**config.mk**
```make
export PLATFORM = sky130hd
export DESIGN_NAME = cs_reg_bank_flat
export DESIGN_NICKNAME = d
export VERILOG_FILES = /design/src/rtl/cs_reg_bank_if.sv /design/src/rtl/cs_reg_bank.sv /design/src/flat_wrapper.sv
export SDC_FILE = /design/constraint.sdc
export NUM_CORES = 1
export LEC_CHECK = 0
export ABC_CLOCK_PERIOD_IN_PS = 1990
export CAP_MARGIN = 20
export CORE_ASPECT_RATIO = 1.1
export CORE_MARGIN = 3
export CORE_UTILIZATION = 35
export DETAILED_ROUTE_END_ITERATION = 8
export SLEW_MARGIN = 25
export SYNTH_ARGS = -nofsm -noshare
export SYNTH_HDL_FRONTEND = slang
export SYNTH_SLANG_ARGS = --single-unit
```
**constraint.sdc**
```tcl
create_clock -name clk -period 1.99 [get_ports clk]
set_input_delay 0.4975 -clock clk [delete_from_list [all_inputs] [get_ports clk]]
set_output_delay 0.4975 -clock clk [all_outputs]
set_load 0.02 [all_outputs]
```
**src/rtl/cs_reg_bank_if.sv**
```systemverilog
// Register access port between the scan-chain access controller and the bank.
interface cs_reg_bank_if #(
   parameter int unsigned DW = 17,
   parameter int unsigned AW = 3
);
   logic          reg_wen;
   logic          reg_ren;
   logic [AW-1:0] reg_addr;
   logic [DW-1:0] reg_wdata;
   logic [DW-1:0] reg_rdata;
   logic          reg_ready;
   logic          reg_err;

   modport master (
      output reg_wen, reg_ren, reg_addr, reg_wdata,
      input  reg_rdata, reg_ready, reg_err
   );

   modport slave (
      input  reg_wen, reg_ren, reg_addr, reg_wdata,
      output reg_rdata, reg_ready, reg_err
   );
endinterface

```
**src/rtl/cs_reg_bank.sv**
```systemverilog
// Control/status register bank: N_CR r/w control registers, N_SR sampled
// status registers, a write-1-to-clear sticky event register, an interrupt
// enable register and a registered interrupt output.
module cs_reg_bank #(
   parameter int unsigned         DW     = 17,
   parameter int unsigned         N_CR   = 4,
   parameter int unsigned         N_SR   = 2,
   parameter int unsigned         AW     = 3,
   parameter logic [DW*N_CR-1:0]  CR_RST = '0
) (
   input  logic               clk,
   input  logic               rst_n,
   cs_reg_bank_if.slave       reg_bus,
   output logic [DW*N_CR-1:0] cr,
   input  logic [DW*N_SR-1:0] sr_in,
   input  logic [DW-1:0]      evt_in,
   output logic               irq
);

   localparam int unsigned E_ADDR   = N_CR + N_SR;
   localparam int unsigned IEN_ADDR = N_CR + N_SR + 1;

   // Every register plus EVT and IEN must fit in the address space.
   if (N_CR + N_SR + 2 > 2**AW) begin : g_bad_cfg
      $error("cs_reg_bank: N_CR+N_SR+2 exceeds 2**AW");
   end

   logic [N_CR-1:0][DW-1:0] cr_q, cr_d;
   logic [N_SR-1:0][DW-1:0] sr_q;
   logic [DW-1:0]           evt_q, evt_d;
   logic [DW-1:0]           ien_q, ien_d;
   logic [DW-1:0]           rdata_q, rdata_d;
   logic                    ready_q, ready_d;
   logic                    err_q, err_d;
   logic                    irq_q, irq_d;
   logic [DW-1:0]           evt_clr;
   logic                    addr_hit;

   // Address decode, write effects, read mux and sticky/irq next state.
   always_comb begin
      cr_d     = cr_q;
      ien_d    = ien_q;
      rdata_d  = '0;
      err_d    = 1'b0;
      ready_d  = reg_bus.reg_wen | reg_bus.reg_ren;
      evt_clr  = '0;
      addr_hit = 1'b0;

      for (int i = 0; i < int'(N_CR); i++) begin
         if (reg_bus.reg_addr == AW'(i)) begin
            addr_hit = 1'b1;
            if (reg_bus.reg_wen)      cr_d[i] = reg_bus.reg_wdata;
            else if (reg_bus.reg_ren) rdata_d = cr_q[i];
         end
      end

      for (int j = 0; j < int'(N_SR); j++) begin
         if (reg_bus.reg_addr == AW'(N_CR + j)) begin
            addr_hit = 1'b1;
            if (reg_bus.reg_wen)      err_d   = 1'b1;
            else if (reg_bus.reg_ren) rdata_d = sr_q[j];
         end
      end

      if (reg_bus.reg_addr == AW'(E_ADDR)) begin
         addr_hit = 1'b1;
         if (reg_bus.reg_wen)      evt_clr = reg_bus.reg_wdata;
         else if (reg_bus.reg_ren) rdata_d = evt_q;
      end

      if (reg_bus.reg_addr == AW'(IEN_ADDR)) begin
         addr_hit = 1'b1;
         if (reg_bus.reg_wen)      ien_d   = reg_bus.reg_wdata;
         else if (reg_bus.reg_ren) rdata_d = ien_q;
      end

      if (!addr_hit && (reg_bus.reg_wen || reg_bus.reg_ren)) begin
         err_d   = 1'b1;
         rdata_d = '0;
      end

      // A new event on a bit being cleared wins: the OR comes last.
      evt_d = (evt_q & ~evt_clr) | evt_in;
      irq_d = |(evt_d & ien_d);
   end

   // State and registered outputs, synchronous active-low reset.
   always_ff @(posedge clk) begin
      if (!rst_n) begin
         cr_q    <= CR_RST;
         sr_q    <= '0;
         evt_q   <= '0;
         ien_q   <= '0;
         rdata_q <= '0;
         ready_q <= 1'b0;
         err_q   <= 1'b0;
         irq_q   <= 1'b0;
      end else begin
         cr_q    <= cr_d;
         sr_q    <= sr_in;
         evt_q   <= evt_d;
         ien_q   <= ien_d;
         rdata_q <= rdata_d;
         ready_q <= ready_d;
         err_q   <= err_d;
         irq_q   <= irq_d;
      end
   end

   assign reg_bus.reg_rdata = rdata_q;
   assign reg_bus.reg_ready = ready_q;
   assign reg_bus.reg_err   = err_q;
   assign cr                = cr_q;
   assign irq               = irq_q;

endmodule

```
**src/flat_wrapper.sv**
```systemverilog
// flat-port wrapper written by rule: the top's interface ports become plain ports
module cs_reg_bank_flat 
#(
   parameter int unsigned         DW     = 17,
   parameter int unsigned         N_CR   = 4,
   parameter int unsigned         N_SR   = 2,
   parameter int unsigned         AW     = 3,
   parameter logic [DW*N_CR-1:0]  CR_RST = '0
)
  (clk, rst_n, cr, sr_in, evt_in, irq, reg_bus_reg_wen, reg_bus_reg_ren, reg_bus_reg_addr, reg_bus_reg_wdata, reg_bus_reg_rdata, reg_bus_reg_ready, reg_bus_reg_err);
  cs_reg_bank_if #(.DW(DW), .AW(AW)) reg_bus_i ();
  input  logic clk;
  input  logic rst_n;
  output logic [DW*N_CR-1:0] cr;
  input  logic [DW*N_SR-1:0] sr_in;
  input  logic [DW-1:0] evt_in;
  output logic irq;
  input wire logic [$bits(reg_bus_i.reg_wen)-1:0] reg_bus_reg_wen;
  input wire logic [$bits(reg_bus_i.reg_ren)-1:0] reg_bus_reg_ren;
  input wire logic [$bits(reg_bus_i.reg_addr)-1:0] reg_bus_reg_addr;
  input wire logic [$bits(reg_bus_i.reg_wdata)-1:0] reg_bus_reg_wdata;
  output wire logic [$bits(reg_bus_i.reg_rdata)-1:0] reg_bus_reg_rdata;
  output wire logic [$bits(reg_bus_i.reg_ready)-1:0] reg_bus_reg_ready;
  output wire logic [$bits(reg_bus_i.reg_err)-1:0] reg_bus_reg_err;
  assign reg_bus_i.reg_wen = reg_bus_reg_wen;
  assign reg_bus_i.reg_ren = reg_bus_reg_ren;
  assign reg_bus_i.reg_addr = reg_bus_reg_addr;
  assign reg_bus_i.reg_wdata = reg_bus_reg_wdata;
  assign reg_bus_reg_rdata = reg_bus_i.reg_rdata;
  assign reg_bus_reg_ready = reg_bus_i.reg_ready;
  assign reg_bus_reg_err = reg_bus_i.reg_err;
  cs_reg_bank #(.DW(DW), .N_CR(N_CR), .N_SR(N_SR), .AW(AW), .CR_RST(CR_RST)) u_core (.clk(clk), .rst_n(rst_n), .reg_bus(reg_bus_i), .cr(cr), .sr_in(sr_in), .evt_in(evt_in), .irq(irq));
endmodule
```
==> summary.md <==
| Metric | Value |
|---|---|
| Status | complete, no violations |
| # Max-Cap Violations | 0 |
| Post-Layout Cell Count | 1232 |
| Mapped cell area | 6230 um2 |
| Fin. Hold Viols | 0 |
| Worst slew margin | 72.4% |
| CTS clock-pin slew for the worst setup and hold paths | 0.06 ns |
| Top cell type by total area after synthesis | dfxtp_1 |
| Total gr overflow | 0 |
| # port buffers | 162 |
| DRT iter0 DRCs | 527 |
| CTS Buf Count | 17 |
| Placed cell count | 1202 |
| Async S/R FF share, synth | 0% |
| Leak pwr | 0.00373 uW |
| Critical path required time | 1.49 ns |
| Total Nets Final | 1062 |
| First-pass GRT wire length | 33100 um |
| Dominant cell by count in the synthesized netlist | nand2_1 |
| Initial antenna violation count | 0 |
| Switching share of power | 22.9% |
| Most frequent cells after synthesis | 176 x nand2_1, 156 x dfxtp_1, 135 x a21oi_1, 72 x nor2_1, 42 x clkbuf_1 |
| Max H-tree Level | 4 |
| Worst setup SP type | register |
| Routed via count | 6125 |
| Post-Syn Nets | 844 |
| Delay-heaviest family, CP | buffers and inverters |
| CTS tree | built |
| Area share of the largest cell type after synthesis | 50.1% |
| Largest net degree at the start of global routing | 37 |
| Vias/cell | 4.97 |
| Dpl hpwl | 15700 um |
| CTS Buffer Depth | 2 |
| Ys flop type | dfxtp_1 |
| Avg Cell Area, Syn | 8.10 um2 |
| Worst vdd ir | 0.643 mV |
| YS warnings | 0 |
| Die Wd | 133 um |
| Grt met3 use | 4.98% |
| Slew Limit Fails | 0 |
| Area of the multi-input gates | 2860 um2 |
| Critical Path AT | 1.48 ns |
| DR WL/cell | 17.0 um |
| Logic pwr share | 11.9% |
| Fmax | 0.506 GHz |
| Mapped Cells | 769 |
| Starting Density | 36.1% |
| Routing usage on met1 | 30.2% |
| Core ar. | 17300 um2 |
| CP max FO | 3 |
| Critical path type | register to output port |
| CTS sink cnt | 156 |
| Setup violations, final | 0 |
| Clock share of power | 44.4% |
| Routed Wire Length | 21000 um |
| Worst Setup End Kind | output port |
| Share of post-route cells with drive strength above 1 | 13.6% |
| I/O Pins | 163 |
| Worst Skew | 0.00795 ns |
| Power per cell area | 801 nW/um2 |
| Final antenna-violating net count | 0 |
| Fillcell total | 1651 |
| DP Area | 8780 um2 |
| HP Class | register to register |
| GR peak layer | met2 |
| Storage cell area | 3120 um2 |
| EDFF count, synth | 0 |
| Die height | 146 um |
| Final period utilization | 99.3% |
| Post-layout min period | 1.98 ns |
| Root Driver | clkbuf_16 |
| CP Cell Sequence | clkdlybuf4s50_1 |
| Synth Register Bits | 156 |
| WP buf/inv | 1 |
| RSZ-0062 raised after global routing | false |
| DRC viols | 0 |
| Total Routing Usage GR | 21.5% |
| Cell at the slowest stage of the critical path | clkdlybuf4s50_1 |
| Cell variety after synth | 33 |
| Int Pwr | 5830 uW |
| Least-Margin Pin Slew | 0.413 ns |
| GR Util met2 | 33.3% |
| Ranking of synthesized cells by area | dfxtp_1 50%, a21oi_1 11%, nand2_1 11% |
| Clk Latency, worst-skew pair | 0.42 ns |
| Area delta synth->final | 51.4% |
| Die area | 19400 um2 |
| Final Cell Area | 9430 um2 |
| Sequential area share after synthesis | 50.1% |
| Cell row count | 50 |
| Crit path largest cell delay | 0.64 ns |
| Vias in the first global route | 5958 |
| GP Congestion | 0.901 |
| DRT Pass-1 Iters | 8 |
| Sw power | 1730 uW |
| Flop pwr share | 43.7% |
| Diodes inserted | 0 |
-- worst reg2reg max path, stage by stage (launching register included) --
cell and delay [ns]:
dfxtp_1 0.36, nor2b_1 0.20, o22ai_1 0.10, o32a_1 0.33, o211ai_2 0.16, o21ai_1 0.08, a21oi_1 0.13
-- final timing paths --
kind,start,to,slack (ns),cells after the start
setup / recovery,u_core.cr[67]$_SDFFE_PN0P_,cr[67],0.01,1
hold / removal,u_core.ien_q[13]$_SDFF_PN0_,u_core.reg_bus.reg_rdata[13]$_SDFF_PP0_,0.46,2
setup reg to reg,u_core.cr[33]$_SDFFE_PN0P_,u_core.reg_bus.reg_rdata[16]$_SDFF_PP0_,0.54,6
hold reg to reg,u_core.ien_q[13]$_SDFF_PN0_,u_core.reg_bus.reg_rdata[13]$_SDFF_PP0_,0.46,2
-- routing by layer --
layer,vias to the layer above,wire length [um]
met5,-,0
met4,0,268
met3,17,1550
met2,243,9500
met1,2816,9670
li1,3049,-
-- logic make-up after synthesis --
kind of cell,synth area share [%]
and+or+nand+nor,22.4
AOI/OAI and AO/OA,20.3
DFF,50.1
buffers and inverters,4.36
muxes,2.73
-- flip-flops by register name, indices dropped and copies added, names as in the netlist --
signal	count
u_core.cr	68
u_core.sr_q	34
u_core.evt_q	17
u_core.ien_q	17
u_core.reg_bus.reg_rdata	17
u_core.irq	1
u_core.reg_bus.reg_err	1
u_core.reg_bus.reg_ready	1
-- repair_timing --
item	4_1_cts	5_1_grt
hold buffers	0	0
resized for setup	10	8
pin swaps	2	2
buffers inserted	0	0
endpoints found under the setup margin	17	17
-- placed cells by master, fill, tap and decap left out, drive strengths merged, types with 9 or more instances in the layout --
| cell | netlist | routed |
|---|---|---|
| and2 | 35 | 35 |
| a2bb2oi | 16 | 16 |
| o32a | 17 | 17 |
| o211ai | 17 | 17 |
| nor2 | 72 | 72 |
| nand2 | 176 | 176 |
| mux2i | 17 | 17 |
| clkdlybuf4s50 | 0 | 152 |
| clkbuf | 42 | 24 |
| o21ai | 17 | 17 |
| a21oi | 135 | 135 |
| o22ai | 9 | 9 |
| dfxtp | 156 | 156 |
| nand3 | 18 | 18 |
| buf | 17 | 96 |
-- area by class of cell --
class | count | area share [%]
clock inverter | 6 | 1.15
inverter | 2 | 0.0929
clock buffer | 24 | 5.32
multi-input combinational | 552 | 30.3
sequential | 156 | 33.1
timing repair buffer | 258 | 26.9
tap | 234 | 3.11
-- per-stage QoR --
step / utilization [%] / total power (uW) / setup WS, ns / hold WS [ns] / setup TNS (ns)
CTS: 54.5 / 7620 / 0.0134 / 0.461 / 0
floorplan: - / 3730 / 0.0281 / 0.436 / 0
finish: 54.6 / 7550 / 0.0148 / 0.456 / 0
detailed placement: 50.8 / 4260 / -0.734 / 0.449 / -20.75
global route: 54.6 / 7840 / 0.00149 / 0.469 / 0
global placement: 50.8 / 4260 / -0.734 / 0.447 / -19.34
-- power by group through the flow --
stage,clock network [uW],registers [uW],logic [uW]
after global routing,3560,3310,969
after global placement,0,3370,888
after floorplan,0,3400,332
after detailed placement,0,3370,892
final,3350,3300,900
after CTS,3420,3300,899
Power figures use the tool's default switching activity.
